[src/rtl/uart_pkg.sv]
// Shared definitions for the host-bound serial frame sender.
package uart_pkg;

  typedef enum logic [2:0] {
    IDLE,
    WAIT_IDLE,
    ISSUE,
    WAIT_START,
    WAIT_DONE
  } tx_state_t;

  localparam logic [7:0] DEFAULT_SYNC_BYTE = 8'hA5;

  function automatic int unsigned frame_len(input int unsigned word_bytes,
                                            input bit          use_checksum);
    return 1 + word_bytes + (use_checksum ? 1 : 0);
  endfunction

endpackage

[src/rtl/uart_byte_issuer.sv]
// Per-byte handshake with the UART: waits for the line, strobes transmit,
// retries when the UART never starts, and reports acceptance/completion.
module uart_byte_issuer
  import uart_pkg::*;
#(
  parameter int unsigned START_TIMEOUT = 8
) (
  input  logic      clk,
  input  logic      rst,
  input  logic      start,
  input  logic      last_byte,
  input  logic      uart_is_transmitting,
  output tx_state_t state,
  output logic      uart_transmit,
  output logic      byte_accepted,
  output logic      byte_done
);

  localparam int unsigned TW = $clog2(START_TIMEOUT + 1);

  tx_state_t state_q, state_d;
  logic [TW-1:0] timer_q, timer_d;

  always_ff @(posedge clk) begin
    if (rst) begin
      state_q <= IDLE;
      timer_q <= '0;
    end else begin
      state_q <= state_d;
      timer_q <= timer_d;
    end
  end

  always_comb begin
    state_d       = state_q;
    timer_d       = timer_q;
    uart_transmit = 1'b0;
    byte_accepted = 1'b0;
    byte_done     = 1'b0;
    case (state_q)
      IDLE: begin
        if (start) state_d = WAIT_IDLE;
      end
      WAIT_IDLE: begin
        if (!uart_is_transmitting) state_d = ISSUE;
      end
      ISSUE: begin
        uart_transmit = 1'b1;
        timer_d       = TW'(START_TIMEOUT);
        state_d       = WAIT_START;
      end
      WAIT_START: begin
        // Retry lands back in ISSUE with the same byte; acceptance is only
        // reported on the edge into WAIT_DONE so retries are never counted.
        if (uart_is_transmitting) begin
          byte_accepted = 1'b1;
          state_d       = WAIT_DONE;
        end else if (timer_q <= TW'(1)) begin
          state_d = ISSUE;
        end else begin
          timer_d = timer_q - TW'(1);
        end
      end
      WAIT_DONE: begin
        if (!uart_is_transmitting) begin
          byte_done = 1'b1;
          state_d   = last_byte ? IDLE : ISSUE;
        end
      end
      default: state_d = IDLE;
    endcase
  end

  assign state = state_q;

endmodule

[src/rtl/uart_frame_sender.sv]
// Latches one result word and streams it to the UART as
// sync byte, payload bytes LSB-first, optional XOR checksum.
module uart_frame_sender
  import uart_pkg::*;
#(
  parameter int unsigned WORD_BYTES    = 4,
  parameter logic [7:0]  SYNC_BYTE     = DEFAULT_SYNC_BYTE,
  parameter bit          USE_CHECKSUM  = 1'b1,
  parameter int unsigned START_TIMEOUT = 8
) (
  input  logic                    clk,
  input  logic                    rst,
  input  logic                    word_valid,
  input  logic [8*WORD_BYTES-1:0] word_data,
  output logic                    word_ready,
  output logic                    uart_transmit,
  output logic [7:0]              uart_tx_byte,
  input  logic                    uart_is_transmitting,
  output logic                    busy,
  output logic [15:0]             frames_sent
);

  localparam int unsigned LEN = frame_len(WORD_BYTES, USE_CHECKSUM);
  localparam int unsigned IW  = 5;

  tx_state_t               state;
  logic [8*WORD_BYTES-1:0] word_q;
  logic [IW-1:0]           idx_q;
  logic [7:0]              csum_q;
  logic [15:0]             fs_q;
  logic                    accept;
  logic                    last_byte;
  logic                    is_payload;
  logic                    byte_accepted;
  logic                    byte_done;
  logic [7:0]              cur_byte;

  assign word_ready = (state == IDLE);
  assign accept     = word_valid && word_ready;
  assign last_byte  = (idx_q == IW'(LEN - 1));
  assign is_payload = (idx_q != '0) && (idx_q <= IW'(WORD_BYTES));

  uart_byte_issuer #(
    .START_TIMEOUT(START_TIMEOUT)
  ) u_issuer (
    .clk                  (clk),
    .rst                  (rst),
    .start                (accept),
    .last_byte            (last_byte),
    .uart_is_transmitting (uart_is_transmitting),
    .state                (state),
    .uart_transmit        (uart_transmit),
    .byte_accepted        (byte_accepted),
    .byte_done            (byte_done)
  );

  always_comb begin
    cur_byte = csum_q;
    if (idx_q == '0) begin
      cur_byte = SYNC_BYTE;
    end else begin
      for (int unsigned k = 0; k < WORD_BYTES; k++) begin
        if (idx_q == IW'(k + 1)) cur_byte = word_q[8*k +: 8];
      end
    end
  end

  always_ff @(posedge clk) begin
    if (rst) begin
      word_q <= '0;
      idx_q  <= '0;
      csum_q <= '0;
      fs_q   <= '0;
    end else begin
      if (accept) begin
        word_q <= word_data;
        idx_q  <= '0;
        csum_q <= '0;
      end
      if (byte_accepted && is_payload) csum_q <= csum_q ^ cur_byte;
      if (byte_done) begin
        if (last_byte) fs_q  <= fs_q + 16'd1;
        else           idx_q <= idx_q + IW'(1);
      end
    end
  end

  assign uart_tx_byte = (state == IDLE) ? '0 : cur_byte;
  assign busy         = (state != IDLE);
  assign frames_sent  = fs_q;

endmodule

[config.mk]
export PLATFORM = sky130hd
export DESIGN_NAME = uart_frame_sender
export DESIGN_NICKNAME = d
export VERILOG_FILES = /design/src/rtl/uart_pkg.sv /design/src/rtl/uart_byte_issuer.sv /design/src/rtl/uart_frame_sender.sv
export SDC_FILE = /design/constraint.sdc
export NUM_CORES = 1
export LEC_CHECK = 0
export ABC_AREA = 1
export CAP_MARGIN = 20
export CORE_MARGIN = 2
export CORE_UTILIZATION = 25
export DETAILED_ROUTE_END_ITERATION = 6
export PLACE_DENSITY = 0.44
export SYNTH_ARGS = -nofsm -noshare
export SYNTH_HDL_FRONTEND = slang
export SYNTH_SLANG_ARGS = --single-unit
[constraint.sdc]
create_clock -name clk -period 2.2 [get_ports clk]
set_clock_uncertainty 0.05 [all_clocks]
set_input_delay 0.44 -clock clk [delete_from_list [all_inputs] [get_ports clk]]
set_output_delay 0.44 -clock clk [all_outputs]
set_load 0.02 [all_outputs]
==> run_results.csv <==
group,metric,value,unit
status,status,"complete, but fails checks",
status,violations,"setup timing",
synthesis,synth_top_area_cell,"dfxtp_1",
timing,maxSlewViolCount,0,
setup_path,slowest_delay,340,ps
synthesis,synth_area,3570,µm²
final_layout,final_common_cell,"nand2_1",
timing,clock.fmax,427,MHz
global_routing,first_global_vias,3625,
synthesis,synth-seq-area-share,38.1,%
final_layout,fin_nets,702,
synthesis,synth_area_leaders,"dfxtp_1 (38%), nand2_1 (14%), a21oi_1 (9.8%)",
routing,routed_wl,10700,µm
floorplanning,initial_core_util,25.6,%
timing,layout_worst_path_cycle_share,106,%
clocking,h-tree-depth,3,
routing,post_drt_wl_per_cell,12.7,µm
setup_path,cp_slowest_cell,"dfxtp_2",
setup_path,r2r_cells,19,
clocking,clk-insertion-delay-late,340,ps
global_routing,antenna_found_initial,0,
synthesis,ys.warnings.count,0,
setup_path,crit_chain,"inv_4, ha_4, inv_4, nor2_4, buf_6, nand3_1, nand3_2, nand3_2, nand2_2, nand2_1, nor2_1, buf_4",
floorplanning,die_h,124,µm
global_routing,grt_max_degree,30,
routing,postRouteAntennaNets,0,
min_path,whs_endpoint,"word_q[17]$_SDFFE_PP0P_",
final_layout,nFillCells,1450,
global_routing,track_usage,14.6,%
clocking,cts_root_buf,"clkbuf_16",
timing,period_needed,2340,ps
routing,vias,3773,
setup_path,critical_path.max_fanout,6,
setup_path,crit_required,1710,ps
setup_path,cp_data_arrival_time,1850,ps
min_path,holdPathStages,2,
final_layout,diodes,0,
synthesis,synth_nets,580,
global_routing,grt_pass1_wl,17200,µm
floorplanning,core_area,13900,µm²
routing,via_per_inst,4.48,
min_path,hold_path_class,"reg2reg",
clocking,clock-sinks,68,
timing,slew_headroom,70.4,%
setup_path,critPathLaunchType,"register",
placed_design,pre_cts_ws,-381,ps
final_layout,layout-drive-gt1-share,25.3,%
floorplanning,chipWidth,124,µm
placed_design,gp_congestion,0.796,
routing,drc,0,
setup_path,crit_path_end_kind,"output pin",
routing,drtIter0Drc,167,
timing,grt_setup_unrepaired,"true",
floorplanning,rows,43,
synthesis,synth.distinct_cells,29,
timing,final-setup-viol-count,8,
timing,max_slew.worst_pin.slew,441,ps
synthesis,syn_area_per_cell,6.65,µm²
power_and_ir_drop,vdd_drop_max,0.323,mV
timing,finalHoldViolCount,0,
clocking,cts_tree,"yes",
clocking,clock_path_buffers,2,
synthesis,synth_cells,537,
global_routing,grt-ovfl-total,0,
setup_path,startpoint,"idx_q[1]$_SDFF_PP0_",
setup_path,r2r_start,"idx_q[1]$_SDFF_PP0_",
clocking,clkTransAtPathRegs,60,ps
final_layout,final_cell_mix,"nand2_1 (117), inv_1 (65), dfxtp_1 (64)",
floorplanning,die-area,15300,µm²
floorplanning,ios,63,
setup_path,path_class,"reg2out",
setup_path,r2r-end,"csum_q[2]$_SDFFE_PP0P_",
timing,hold_ws,401,ps
power_and_ir_drop,p_per_area,619,nW/µm²
synthesis,ys_ff_latch,68,
min_path,min-delay-start,"word_q[17]$_SDFFE_PP0P_",
final_layout,area_growth,51.6,%
placed_design,hpwl,7550,µm
setup_path,r2r_slack,10,ps
routing,drtPass1Iterations,6,
job,maxCapViolCount,0,
timing,setup_ws,-141,ps
final_layout,fin_util,38.9,%
placed_design,io_buffer_count,62,
synthesis,netlist.area_leader.share,38.1,%
clocking,numCtsBuffers,9,
power_and_ir_drop,p_leak,2.24,nW
## sequential cells by signal, indices dropped and copies added (netlist names)
name	count
csum_q	8
frames_sent	16
idx_q	5
u_issuer.state	3
u_issuer.timer_q	4
word_q	32
## how the worst max path moves through the flow
stage | depth (start not counted) | endpoint | slack (ps)
6_report | 12 | uart_tx_byte[1] | -140
5_1_grt | 12 | uart_tx_byte[3] | -270
4_1_cts | 12 | uart_tx_byte[5] | -100
3_5_place_dp | 12 | uart_tx_byte[5] | -380
3_3_place_gp | 12 | uart_tx_byte[7] | -360
2_1_floorplan | 10 | uart_tx_byte[0] | 160
## per-stage QoR
step / cell area [µm²] / setup TNS, ps / instances / total power [mW]
6_report: 5420 / -901 / 843 / 3.35
5_1_grt: 5420 / -1860 / 843 / 3.53
4_1_cts: 5260 / -761 / 840 / 3.39
3_5_place_dp: 4620 / -2410 / 800 / 2.08
3_3_place_gp: 4620 / -2210 / 800 / 2.08
2_1_floorplan: 3570 / 0 / 537 / 1.80
## final cells by class
cell class | instances | area (µm²) | area share, %
inverters | 77 | 304 | 5.61
clock buffers | 12 | 236 | 4.36
flip-flops and latches | 68 | 1370 | 25.3
well taps | 180 | 225 | 4.16
clock inverters | 3 | 15.0 | 0.277
multi-input cells | 375 | 2110 | 39.0
repair buffers | 128 | 1150 | 21.3
## repair_timing
item | 4_1_cts | 5_1_grt
resized for setup | 98 | 38
hold buffers | 0 | 0
pin swaps | 20 | 29
buffers inserted | 25 | 7
cloned | 0 | 0
setup endpoints to repair | 9 | 11
endpoints found under the hold margin | 0 | 0
## power by group
part           internal (mW)  switching (mW)  total, mW  leakage, nW
Clock                  0.751           0.530       1.28        0.126
Sequential              1.34          0.0558       1.39        0.557
Combinational          0.264           0.412      0.676         1.55
Total                   2.35           0.998       3.35         2.24
## synth_stat cells
library cell	number
nand2_1	132
a21oi_1	70
dfxtp_1	68
inv_1	68
nand3_1	46
nor2_1	43
o21ai_0	34
nor3_1	9
clkbuf_1	8
inv_2	8
ha_1	7
nand4_1	7
xor2_1	7
buf_2	4
buf_6	3
nand2_2	3
nor2_2	3
nor2_4	3
buf_4	2
nand2_4	2
o21ai_1	2
a211oi_1	1
and3_1	1
clkinv_2	1
nand3_4	1
nor3_2	1
nor3_4	1
o31ai_1	1
xnor2_1	1
## routing by layer
layer,routed length [µm],track usage (%),vias to the layer above
met4,193,4.83,0
li1,-,-,1966
met5,0,0,-
met3,425,4.24,13
met2,5020,24.7,53
met1,5030,17.7,1741
## critical path, delay by kind of cell, from the launching register on
| family | cells | cell delay [ps] |
|---|---|---|
| fa+ha+maj | 1 | 140 |
| simple gates | 7 | 610 |
| buf+inv | 4 | 410 |
| flops | 1 | 340 |
## kinds of logic (layout without fill, tap and decap cells)
kind of cell / after synthesis / count (layout) / synth area share, %
AND/OR/NAND/NOR: 252 / 252 / 31.3
AO/OA/AOI/OAI: 108 / 108 / 15.3
buffers and inverters: 94 / 220 / 10.9
flip-flops: 68 / 68 / 38.1
XOR/XNOR: 8 / 8 / 1.96
adder cells (fa/ha/maj): 7 / 7 / 2.45
(Power assumes the default switching activity.)
